<file path="config.mk">
export PLATFORM = sky130hd
export DESIGN_NAME = dvp_camera_emu
export DESIGN_NICKNAME = d
export VERILOG_FILES = /design/src/rtl/dvp_pkg.sv /design/src/rtl/dvp_pattern_src.sv /design/src/rtl/dvp_camera_emu.sv
export SDC_FILE = /design/constraint.sdc
export NUM_CORES = 1
export LEC_CHECK = 0
export CAP_MARGIN = 15
export CORE_UTILIZATION = 50
export DETAILED_ROUTE_END_ITERATION = 6
export PLACE_DENSITY_LB_ADDON = 0.12
export SLEW_MARGIN = 20
export SYNTH_ARGS = -nofsm -noshare
export SYNTH_HDL_FRONTEND = slang
export SYNTH_HIERARCHICAL = 1
export SYNTH_SLANG_ARGS = --single-unit
</file>
<file path="constraint.sdc">
create_clock -name clk -period 10 [get_ports clk]
set_clock_uncertainty 0.15 [all_clocks]
set_input_delay 2 -clock clk [delete_from_list [all_inputs] [get_ports clk]]
set_output_delay 2 -clock clk [all_outputs]
set_load 0.005 [all_outputs]
</file>
<file path="src/rtl/dvp_pkg.sv">
// Shared types and constants for the DVP camera emulator: FSM states,
// pattern_sel encodings and the RGB565 colour-bar palette.
package dvp_pkg;

    typedef enum logic [2:0] {
        ST_IDLE,
        ST_VSYNC,
        ST_VBACK,
        ST_ACTIVE,
        ST_HBLANK
    } state_t;

    localparam logic [1:0] PAT_INCR  = 2'd0;
    localparam logic [1:0] PAT_BARS  = 2'd1;
    localparam logic [1:0] PAT_GRID  = 2'd2;
    localparam logic [1:0] PAT_SOLID = 2'd3;

    localparam logic [15:0] BAR_WHITE   = 16'hFFFF;
    localparam logic [15:0] BAR_YELLOW  = 16'hFFE0;
    localparam logic [15:0] BAR_CYAN    = 16'h07FF;
    localparam logic [15:0] BAR_GREEN   = 16'h07E0;
    localparam logic [15:0] BAR_MAGENTA = 16'hF81F;
    localparam logic [15:0] BAR_RED     = 16'hF800;
    localparam logic [15:0] BAR_BLUE    = 16'h001F;
    localparam logic [15:0] BAR_BLACK   = 16'h0000;

    function automatic logic [15:0] bar_colour(input logic [2:0] idx);
        case (idx)
            3'd0:    return BAR_WHITE;
            3'd1:    return BAR_YELLOW;
            3'd2:    return BAR_CYAN;
            3'd3:    return BAR_GREEN;
            3'd4:    return BAR_MAGENTA;
            3'd5:    return BAR_RED;
            3'd6:    return BAR_BLUE;
            default: return BAR_BLACK;
        endcase
    endfunction

endpackage

</file>
<file path="src/rtl/dvp_pattern_src.sv">
// Combinational RGB565 pixel generator for the non-counting test patterns.
// INCR is byte-oriented and is produced by the top level instead.
module dvp_pattern_src
    import dvp_pkg::*;
(
    input  logic [3:0]  x,        // only the low nibble of x/y matters (grid pitch 16)
    input  logic [3:0]  y,
    input  logic [1:0]  mode,
    input  logic [15:0] solid,
    input  logic [2:0]  bar_idx,
    output logic [15:0] pixel
);

    always_comb begin
        // NOTE: default first, so every path assigns pixel and no latch is inferred.
        pixel = 16'h0000;
        case (mode)
            PAT_BARS:  pixel = bar_colour(bar_idx);
            PAT_GRID:  pixel = (x == 4'd0 || y == 4'd0) ? 16'hFFFF : 16'h0000;
            PAT_SOLID: pixel = solid;
            default:   pixel = 16'h0000;
        endcase
    end

endmodule

</file>
<file path="src/rtl/dvp_camera_emu.sv">
// OV5640-style DVP source: PCLK divider, frame FSM, line/byte/bar counters
// and registered VSYNC/HREF/data outputs that change on PCLK falling edges.
module dvp_camera_emu
    import dvp_pkg::*;
#(
    parameter int WIDTH   = 160,
    parameter int HEIGHT  = 128,
    parameter int VS_LEN  = 4,
    parameter int VS_BACK = 10,
    parameter int H_BLANK = 10,
    parameter int CLK_DIV = 4
) (
    input  logic        clk,
    input  logic        rst,
    input  logic        enable,
    input  logic [1:0]  pattern_sel,
    input  logic [15:0] solid_rgb,
    output logic        cam_pclk,
    output logic        cam_vsync,
    output logic        cam_href,
    output logic [7:0]  cam_data,
    output logic        frame_done,
    output logic [15:0] frame_cnt
);

    localparam int DW     = $clog2(CLK_DIV);
    localparam int BW     = $clog2(2 * WIDTH);
    localparam int LW     = (HEIGHT > 1) ? $clog2(HEIGHT) : 1;
    localparam int BAR_PX = WIDTH / 8;
    localparam int PW     = (BAR_PX > 1) ? $clog2(BAR_PX) : 1;

    logic [DW-1:0] div_cnt, div_next;
    logic          tick;

    state_t        state, state_next;
    logic [15:0]   cnt, cnt_next;
    logic [BW-1:0] byte_cnt, byte_next;
    logic [LW-1:0] line_cnt, line_next;
    logic [2:0]    bar_idx, bar_idx_next;
    logic [PW-1:0] bar_px, bar_px_next;
    logic          frame_end, frame_start;

    logic [1:0]    mode_q;
    logic [15:0]   solid_q;
    logic [7:0]    incr_cnt;
    logic [15:0]   pixel;
    logic [7:0]    data_next;

    assign tick     = (div_cnt == DW'(CLK_DIV - 1));
    assign div_next = tick ? '0 : div_cnt + DW'(1);

    always_ff @(posedge clk) begin
        // NOTE: sequential state is only ever assigned with <=, so every
        // register samples the pre-edge values of the others.
        if (rst) state <= ST_IDLE;
        else if (tick) state <= state_next;
    end

    always_comb begin
        state_next   = state;
        cnt_next     = cnt;
        byte_next    = byte_cnt;
        line_next    = line_cnt;
        bar_idx_next = bar_idx;
        bar_px_next  = bar_px;
        frame_end    = 1'b0;
        if (tick) begin
            case (state)
                ST_IDLE: begin
                    if (enable) begin
                        state_next = ST_VSYNC;
                        cnt_next   = '0;
                    end
                end
                ST_VSYNC: begin
                    if (cnt == 16'(VS_LEN - 1)) begin
                        state_next = ST_VBACK;
                        cnt_next   = '0;
                    end else begin
                        cnt_next = cnt + 16'd1;
                    end
                end
                ST_VBACK: begin
                    if (cnt == 16'(VS_BACK - 1)) begin
                        state_next   = ST_ACTIVE;
                        byte_next    = '0;
                        line_next    = '0;
                        bar_idx_next = '0;
                        bar_px_next  = '0;
                    end else begin
                        cnt_next = cnt + 16'd1;
                    end
                end
                ST_ACTIVE: begin
                    if (byte_cnt == BW'(2 * WIDTH - 1)) begin
                        state_next = ST_HBLANK;
                        cnt_next   = '0;
                    end else begin
                        byte_next = byte_cnt + BW'(1);
                        // Leaving an odd byte means the next byte starts a new pixel.
                        if (byte_cnt[0]) begin
                            if (bar_px == PW'(BAR_PX - 1)) begin
                                bar_px_next  = '0;
                                bar_idx_next = bar_idx + 3'd1;
                            end else begin
                                bar_px_next = bar_px + PW'(1);
                            end
                        end
                    end
                end
                ST_HBLANK: begin
                    if (cnt == 16'(H_BLANK - 1)) begin
                        cnt_next = '0;
                        if (line_cnt == LW'(HEIGHT - 1)) begin
                            frame_end  = 1'b1;
                            state_next = enable ? ST_VSYNC : ST_IDLE;
                        end else begin
                            state_next   = ST_ACTIVE;
                            line_next    = line_cnt + LW'(1);
                            byte_next    = '0;
                            bar_idx_next = '0;
                            bar_px_next  = '0;
                        end
                    end else begin
                        cnt_next = cnt + 16'd1;
                    end
                end
                default: state_next = ST_IDLE;
            endcase
        end
    end

    assign frame_start = tick && (state_next == ST_VSYNC) && (state != ST_VSYNC);

    // Pixel for the byte about to be presented, so data lands with HREF.
    dvp_pattern_src u_pattern (
        .x       (4'(byte_next >> 1)),
        .y       (4'(line_next)),
        .mode    (mode_q),
        .solid   (solid_q),
        .bar_idx (bar_idx_next),
        .pixel   (pixel)
    );

    always_comb begin
        data_next = 8'h00;
        if (state_next == ST_ACTIVE) begin
            if (mode_q == PAT_INCR) data_next = incr_cnt + 8'd1;
            else                    data_next = byte_next[0] ? pixel[7:0] : pixel[15:8];
        end
    end

    always_ff @(posedge clk) begin
        if (rst) begin
            div_cnt    <= '0;
            cam_pclk   <= 1'b0;
            cam_vsync  <= 1'b0;
            cam_href   <= 1'b0;
            cam_data   <= 8'h00;
            frame_done <= 1'b0;
            frame_cnt  <= 16'd0;
            incr_cnt   <= 8'h00;
            cnt        <= '0;
            byte_cnt   <= '0;
            line_cnt   <= '0;
            bar_idx    <= '0;
            bar_px     <= '0;
            mode_q     <= PAT_INCR;
            solid_q    <= 16'h0000;
        end else begin
            div_cnt    <= div_next;
            cam_pclk   <= (div_next >= DW'(CLK_DIV / 2));
            frame_done <= 1'b0;
            if (tick) begin
                cnt       <= cnt_next;
                byte_cnt  <= byte_next;
                line_cnt  <= line_next;
                bar_idx   <= bar_idx_next;
                bar_px    <= bar_px_next;
                cam_vsync <= (state_next == ST_VSYNC);
                cam_href  <= (state_next == ST_ACTIVE);
                cam_data  <= data_next;
                if (state_next == ST_ACTIVE) incr_cnt <= incr_cnt + 8'd1;
                if (frame_start) begin
                    mode_q  <= pattern_sel;
                    solid_q <= solid_rgb;
                end
                if (frame_end) begin
                    frame_done <= 1'b1;
                    frame_cnt  <= frame_cnt + 16'd1;
                end
            end
        end
    end

endmodule

</file>
==> results_dict.tcl, run 1 <==
set metrics [dict create \
    gr-usage-all-layers_pct 23.5 \
    period_share_pct 42.1 \
    drive_above_1_share_pct 7.35 \
    yosys_warnings 6 \
    grt_overflow 0 \
    pwr-share-comb_pct 5.6 \
    power_density_nw_per_um2 115 \
    critical_path.max_fanout 31 \
    p_seq_share_pct 57.7 \
    synth_compound_gate_area_share_pct 16.7 \
    clock_path_buffers 2 \
    io_buffers 48 \
    cap_viol_max_count 0 \
    maxSlewViolCount 0 \
    async_flop_share_pct 0 \
    netlist_instances 633 \
    p_sw_share_pct 23.9 \
    place_hpwl_um 8830 \
    grt_start_max_net_pins 50 \
    path_delay_family "compound AO/OA/AOI/OAI gates" \
    clk_pin_slew_ns 0.10 \
    finalNetCount 693 \
    synth_top_family_by_area "simple AND/OR/NAND/NOR gates" \
    drc_errors 0 \
    fmax_ghz 0.238 \
    ios 49 \
    core_region_area_um2 10300 \
    wire_per_inst_um 15.4 \
    postCtsSetupRepairBufs 0 \
    synth_ff_type "dfxtp_1" \
    grt_pass1_wl_um 20900 \
    finalSetupViolations 0 \
    intPower_uw 523 \
    cts_buffers 9 \
    holdWs_ns 0.300 \
    place_area_um2 5790 \
    layout_commonest_cell "dfxtp_1" \
    ys_seq_area_share_pct 37.2 \
    p_leak_nw 2.07 \
    worst-path-buf-inv 0 \
    ant_nets 0 \
    cts_tree "done" \
    vdd_drop_max_v 0.0000699 \
    vias 4641 \
    critical-path-max-stage-delay_ns 0.61 \
    cts_resized 0 \
    antenna_found_initial 0 \
    syn_area_per_cell_um2 8.34 \
    timing.final.crit_period_ns 4.21 \
    critPathCaptureType "flip-flop" \
    fin_area_um2 5980 \
    hold_path.class "flip-flop to flip-flop" \
    ys_ff_latch 98 \
    synth_xor_area_share_pct 7.47 \
    grt_pass1_vias 4349 \
    synthMuxAreaShare_pct 4.01 \
    status "finished, final reports clean" \
    critPathKind "flip-flop to flip-flop" \
    synth_edf_count 0 \
    gp_congestion 0.867 \
    rows 37 \
    power.switching_uw 164 \
    die_x_um 105 \
    area_growth_pct 13.4 \
    cpMaxStageDelayCell "dfxtp_1" \
    start_util_pct 51.3 \
    holdBufCountCts 0 \
    arrival_ns 4.37 \
    yosys.area_share.simple_pct 28.3 \
    cts_sinks 98 \
    clk_latency_ns 0.37 \
    setup_tns_ns 0 \
    path_cells "or3b_1, o22a_1, nand3_2, a22o_1, nor4_2, o211ai_2, o21ai_2, nor2_1, a2111oi_0, a32o_1" \
    drt_iter0_markers 303 \
    dieArea_um2 11000 \
    relSlewSlack_pct 27.9 \
    tightest_slew_ns 1.07 \
    wirelength_um 12400 \
    rsz0062_at_grt "false" \
    htreeDepth 3 \
    hold_viol 0 \
    synth_nets 663 \
    synth_adder_area_share_pct 2.13 \
    synth_area_um2 5280 \
    synth.distinct_cells 62 \
    dr.pass1.iters 5 \
    final_cell_mix "98 x dfxtp_1, 73 x nand2_1, 65 x nor2_1" \
    startpoint_type "flip-flop" \
    cp.required_ns 10.17 \
    vias_per_cell 5.78 \
    insertedDiodeCount 0 \
    die_h_um 105 \
    clock_power_share_pct 36.7 \
    cts_root_buf "clkbuf_8" \
    total_power_uw 687 \
]
[kinds of logic (layout without fill, tap and decap cells)]
family / after synthesis / after routing
XOR/XNOR: 45 / 45
AO/OA/AOI/OAI: 128 / 128
flip-flops: 98 / 98
buffers and inverters: 47 / 81
multiplexers: 21 / 21
adder cells (fa/ha/maj): 9 / 9
AND/OR/NAND/NOR: 285 / 285
[cells in the mapped netlist, types with 6 or more instances]
cell      number  area, µm²
a21oi_1       39        195
a32o_1         9       90.1
and2_1        16        100
and4_1         7       61.3
buf_2          7       35.0
clkbuf_1      21       78.8
dfxtp_1       98       1960
ha_1           9        113
inv_1         13       48.8
mux2i_1       20        200
nand2_1       73        274
nand3_1       24        120
nand3b_1       9       67.6
nand4_1       18        113
nor2_1        65        244
nor3_1        20        100
o21ai_0       23        115
o21ai_2       10       87.6
o22ai_1        6       37.5
or3_1         19        119
xnor2_1       10       87.6
xor2_1        35        307
[worst paths after layout]
kind / start / slack [ns] / to / cells after the start
max: state[0] / 5.79 / cam_data[0] / 10
min: div_cnt[0] / 0.30 / div_cnt[0] / 1
max reg2reg: state[0] / 5.79 / cam_data[0] / 10
min reg2reg: div_cnt[0] / 0.30 / div_cnt[0] / 1
[final cells by class]
| type | count | area, µm² |
|---|---|---|
| fillers | 972 | 4300 |
| multi-input cells | 488 | 3100 |
| flip-flops and latches | 98 | 1960 |
| repair buffers | 53 | 513 |
| well taps | 136 | 170 |
| clock buffers | 9 | 124 |
| clock inverters | 6 | 58.8 |
| inverters | 13 | 48.8 |
[through the flow]
stage                     std cells  setup WS [ns]  util [%]
after floorplan                 633           6.59         -
after global placement          788           5.71      56.4
after CTS                       803           5.48      58.1
after detailed placement        788           5.51      56.4
after global routing            803           5.49      58.2
final                           803           5.79      58.2
[sequential cells by signal, summed over array words and instances (netlist names), 2 cells and up]
name       count
cam_data       8
solid_q       16
mode_q         2
byte_cnt       9
cnt           16
bar_px         5
bar_idx        3
state          3
line_cnt       7
incr_cnt       8
frame_cnt     16
[per-layer routing]
layer / vias up / track usage, % / routed length (µm) / share of wire [%]
met5: - / 0 / 0 / 0
met4: 0 / 9.86 / 208 / 1.7
li1: 2334 / - / - / -
met3: 14 / 2.74 / 473 / 3.8
met2: 126 / 38.7 / 5770 / 47
met1: 2167 / 31.1 / 5920 / 48
[power by group through the flow]
stage          combinational [mW]  sequential, mW  clock [mW]
2_1_floorplan              0.0251           0.404           0
3_3_place_gp               0.0375           0.405           0
3_5_place_dp               0.0384           0.406           0
4_1_cts                    0.0386           0.396       0.257
5_1_grt                    0.0425           0.397       0.273
6_report                   0.0386           0.396       0.252
No activity file was read; power rests on OpenSTA's default activity.
==> run 2: changes to the inputs <==
==> constraint.sdc (replaced) <==
create_clock -name clk -period 3.58 [get_ports clk]
set_clock_uncertainty 0.15 [all_clocks]
set_input_delay 0.716 -clock clk [delete_from_list [all_inputs] [get_ports clk]]
set_output_delay 0.716 -clock clk [all_outputs]
set_load 0.005 [all_outputs]
==> run 2 against run 1 <==
  * Fmax is 25% higher
  * Non-clock buffer count rose by 20
  * Wire length is 3.9% higher
  * Global-route usage grew 0.85 points
  * Clock power grew to 3.4 times the previous value
  * Via count grew 3.7%
  * First-iteration DRC count down 16%
  * Sequential power rose to 2.8 times the previous value
  * Highest routed layer unchanged
  * Count of clock-buffer cells in the layout is 1 higher
  * Die area stayed put
  * Register-to-register slack worse by 5.6 ns
  * Worst hold slack worse by 0.019 ns
==> results_dict.tcl, run 2 (synthesis gave the netlist of run 1 again) <==
set metrics [dict create \
    status "finished, final reports clean" \
    cts_tree "done" \
    antenna_found_initial 0 \
    ios 49 \
    hold_path.class "flip-flop to flip-flop" \
    rsz0062_at_grt "false" \
    start_util_pct 51.3 \
    finalNetCount 713 \
    timing.final.crit_period_ns 3.36 \
    rows 37 \
    clk_latency_ns 0.37 \
    largestRegisters "cnt: 16 flops, frame_cnt: 16 flops, solid_q: 16 flops" \
    htreeDepth 3 \
    vias_per_cell 5.85 \
    pwr-share-comb_pct 5.5 \
    hold_viol 0 \
    cp.required_ns 3.70 \
    wirelength_um 12900 \
    critical_path.max_fanout 7 \
    path_delay_family "compound AO/OA/AOI/OAI gates" \
    critPathCaptureType "flip-flop" \
    cap_viol_max_count 0 \
    holdPathStages 1 \
    p_sw_share_pct 21.8 \
    holdBufCountCts 0 \
    startpoint_type "flip-flop" \
    period_share_pct 93.7 \
    grt_pass1_vias 4514 \
    io_buffers 48 \
    cts_buffers 9 \
    wire_per_inst_um 15.6 \
    drc_errors 0 \
    area_growth_pct 17.8 \
    worst-path-buf-inv 0 \
    drive_above_1_share_pct 10.8 \
    core_region_area_um2 10300 \
    grt_pass1_wl_um 21600 \
    arrival_ns 3.47 \
    critPathKind "flip-flop to flip-flop" \
    clk_pin_slew_ns 0.09 \
    fmax_ghz 0.298 \
    critical_path_depth 11 \
    intPower_mw 1.63 \
    critical-path-max-stage-delay_ns 0.41 \
    rr_worst_depth 11 \
    nFillCells 932 \
    clock_path_buffers 2 \
    finalSetupViolations 0 \
    relSlewSlack_pct 46.2 \
    final_cell_mix "97 x dfxtp_1, 73 x nand2_1, 65 x nor2_1" \
    gp_congestion 0.918 \
    p_leak_nw 2.19 \
    layout_commonest_cell "dfxtp_1" \
    power_density_nw_per_um2 334 \
    setup_tns_ns 0 \
    power.switching_uw 453 \
    dp_cells 806 \
    path_cells "ha_1, nand3_1, or2_2, a31oi_1, nor4b_2, o21ai_0, nor2_1, a21oi_1, o21ai_2, or3_1, a32o_1" \
    total_power_mw 2.08 \
    die_x_um 105 \
    r2r_start "line_cnt[0]" \
    grt_start_max_net_pins 49 \
    insertedDiodeCount 0 \
    vdd_drop_max_v 0.000207 \
    cts_root_buf "clkbuf_8" \
    vias 4814 \
    crit_start "line_cnt[0]" \
    grt_overflow 0 \
    place_hpwl_um 9340 \
    gr-usage-all-layers_pct 24.3 \
    dr.pass1.iters 5 \
    multi_input_area_um2 3130 \
    cpMaxStageDelayCell "or2_2" \
    ant_nets 0 \
    maxSlewViolCount 0 \
    dieArea_um2 11000 \
    clock_power_share_pct 41.4 \
    tightest_slew_ns 0.800 \
    p_seq_share_pct 53.1 \
    area.sequential_um2 1960 \
    hold_start "div_cnt[0]" \
    cts_sinks 98 \
    die_h_um 105 \
    instances_no_fill 823 \
    drt_iter0_markers 254 \
]
## run 2: area by class of cell
type	instances	area share, %
clock buffers	10	2.21
clock inverters	5	1.65
inverters	13	0.785
multi-input cells	488	50.3
flip-flops and latches	98	31.6
well taps	136	2.74
repair buffers	73	10.7
## run 2: per-stage QoR
step           utilization [%]  worst slack, ns  hold WS (ns)  cell area, µm²
6_report                  60.5            0.224         0.281            6210
5_1_grt                   60.5           0.0280         0.320            6210
3_3_place_gp              57.7            0.332         0.263            5930
3_5_place_dp              57.7            0.144         0.270            5930
4_1_cts                   60.0           0.0983         0.285            6170
2_1_floorplan                -            0.326         0.252            5280
## run 2: path summary, 6_finish.rpt
path	endpoint	slack, ns
setup reg to reg	cam_data[6]	0.22
hold / removal	div_cnt[0]	0.28
setup / recovery	cam_data[6]	0.22
hold reg to reg	div_cnt[0]	0.28
## run 2: what timing repair did
| item | 4_1_cts | 5_1_grt |
|---|---|---|
| setup buffers | 0 | 2 |
| resized for setup | 0 | 8 |
| endpoints found under the setup margin | 0 | 8 |
## run 2: layer usage
layer | vias to the layer above | share of wire, % | global-route usage, %
met5 | - | 0 | 0
met4 | 0 | 2.0 | 10.7
met3 | 22 | 3.9 | 2.93
met2 | 135 | 48 | 40.8
met1 | 2285 | 46 | 31.4
li1 | 2372 | - | -
## run 2: power groups by stage
stage	registers (mW)	clock network, mW	logic [mW]
detailed placement	1.13	0	0.113
CTS	1.11	0.878	0.114
floorplan	1.13	0	0.0701
global route	1.11	0.921	0.126
global placement	1.13	0	0.111
finish	1.10	0.860	0.114
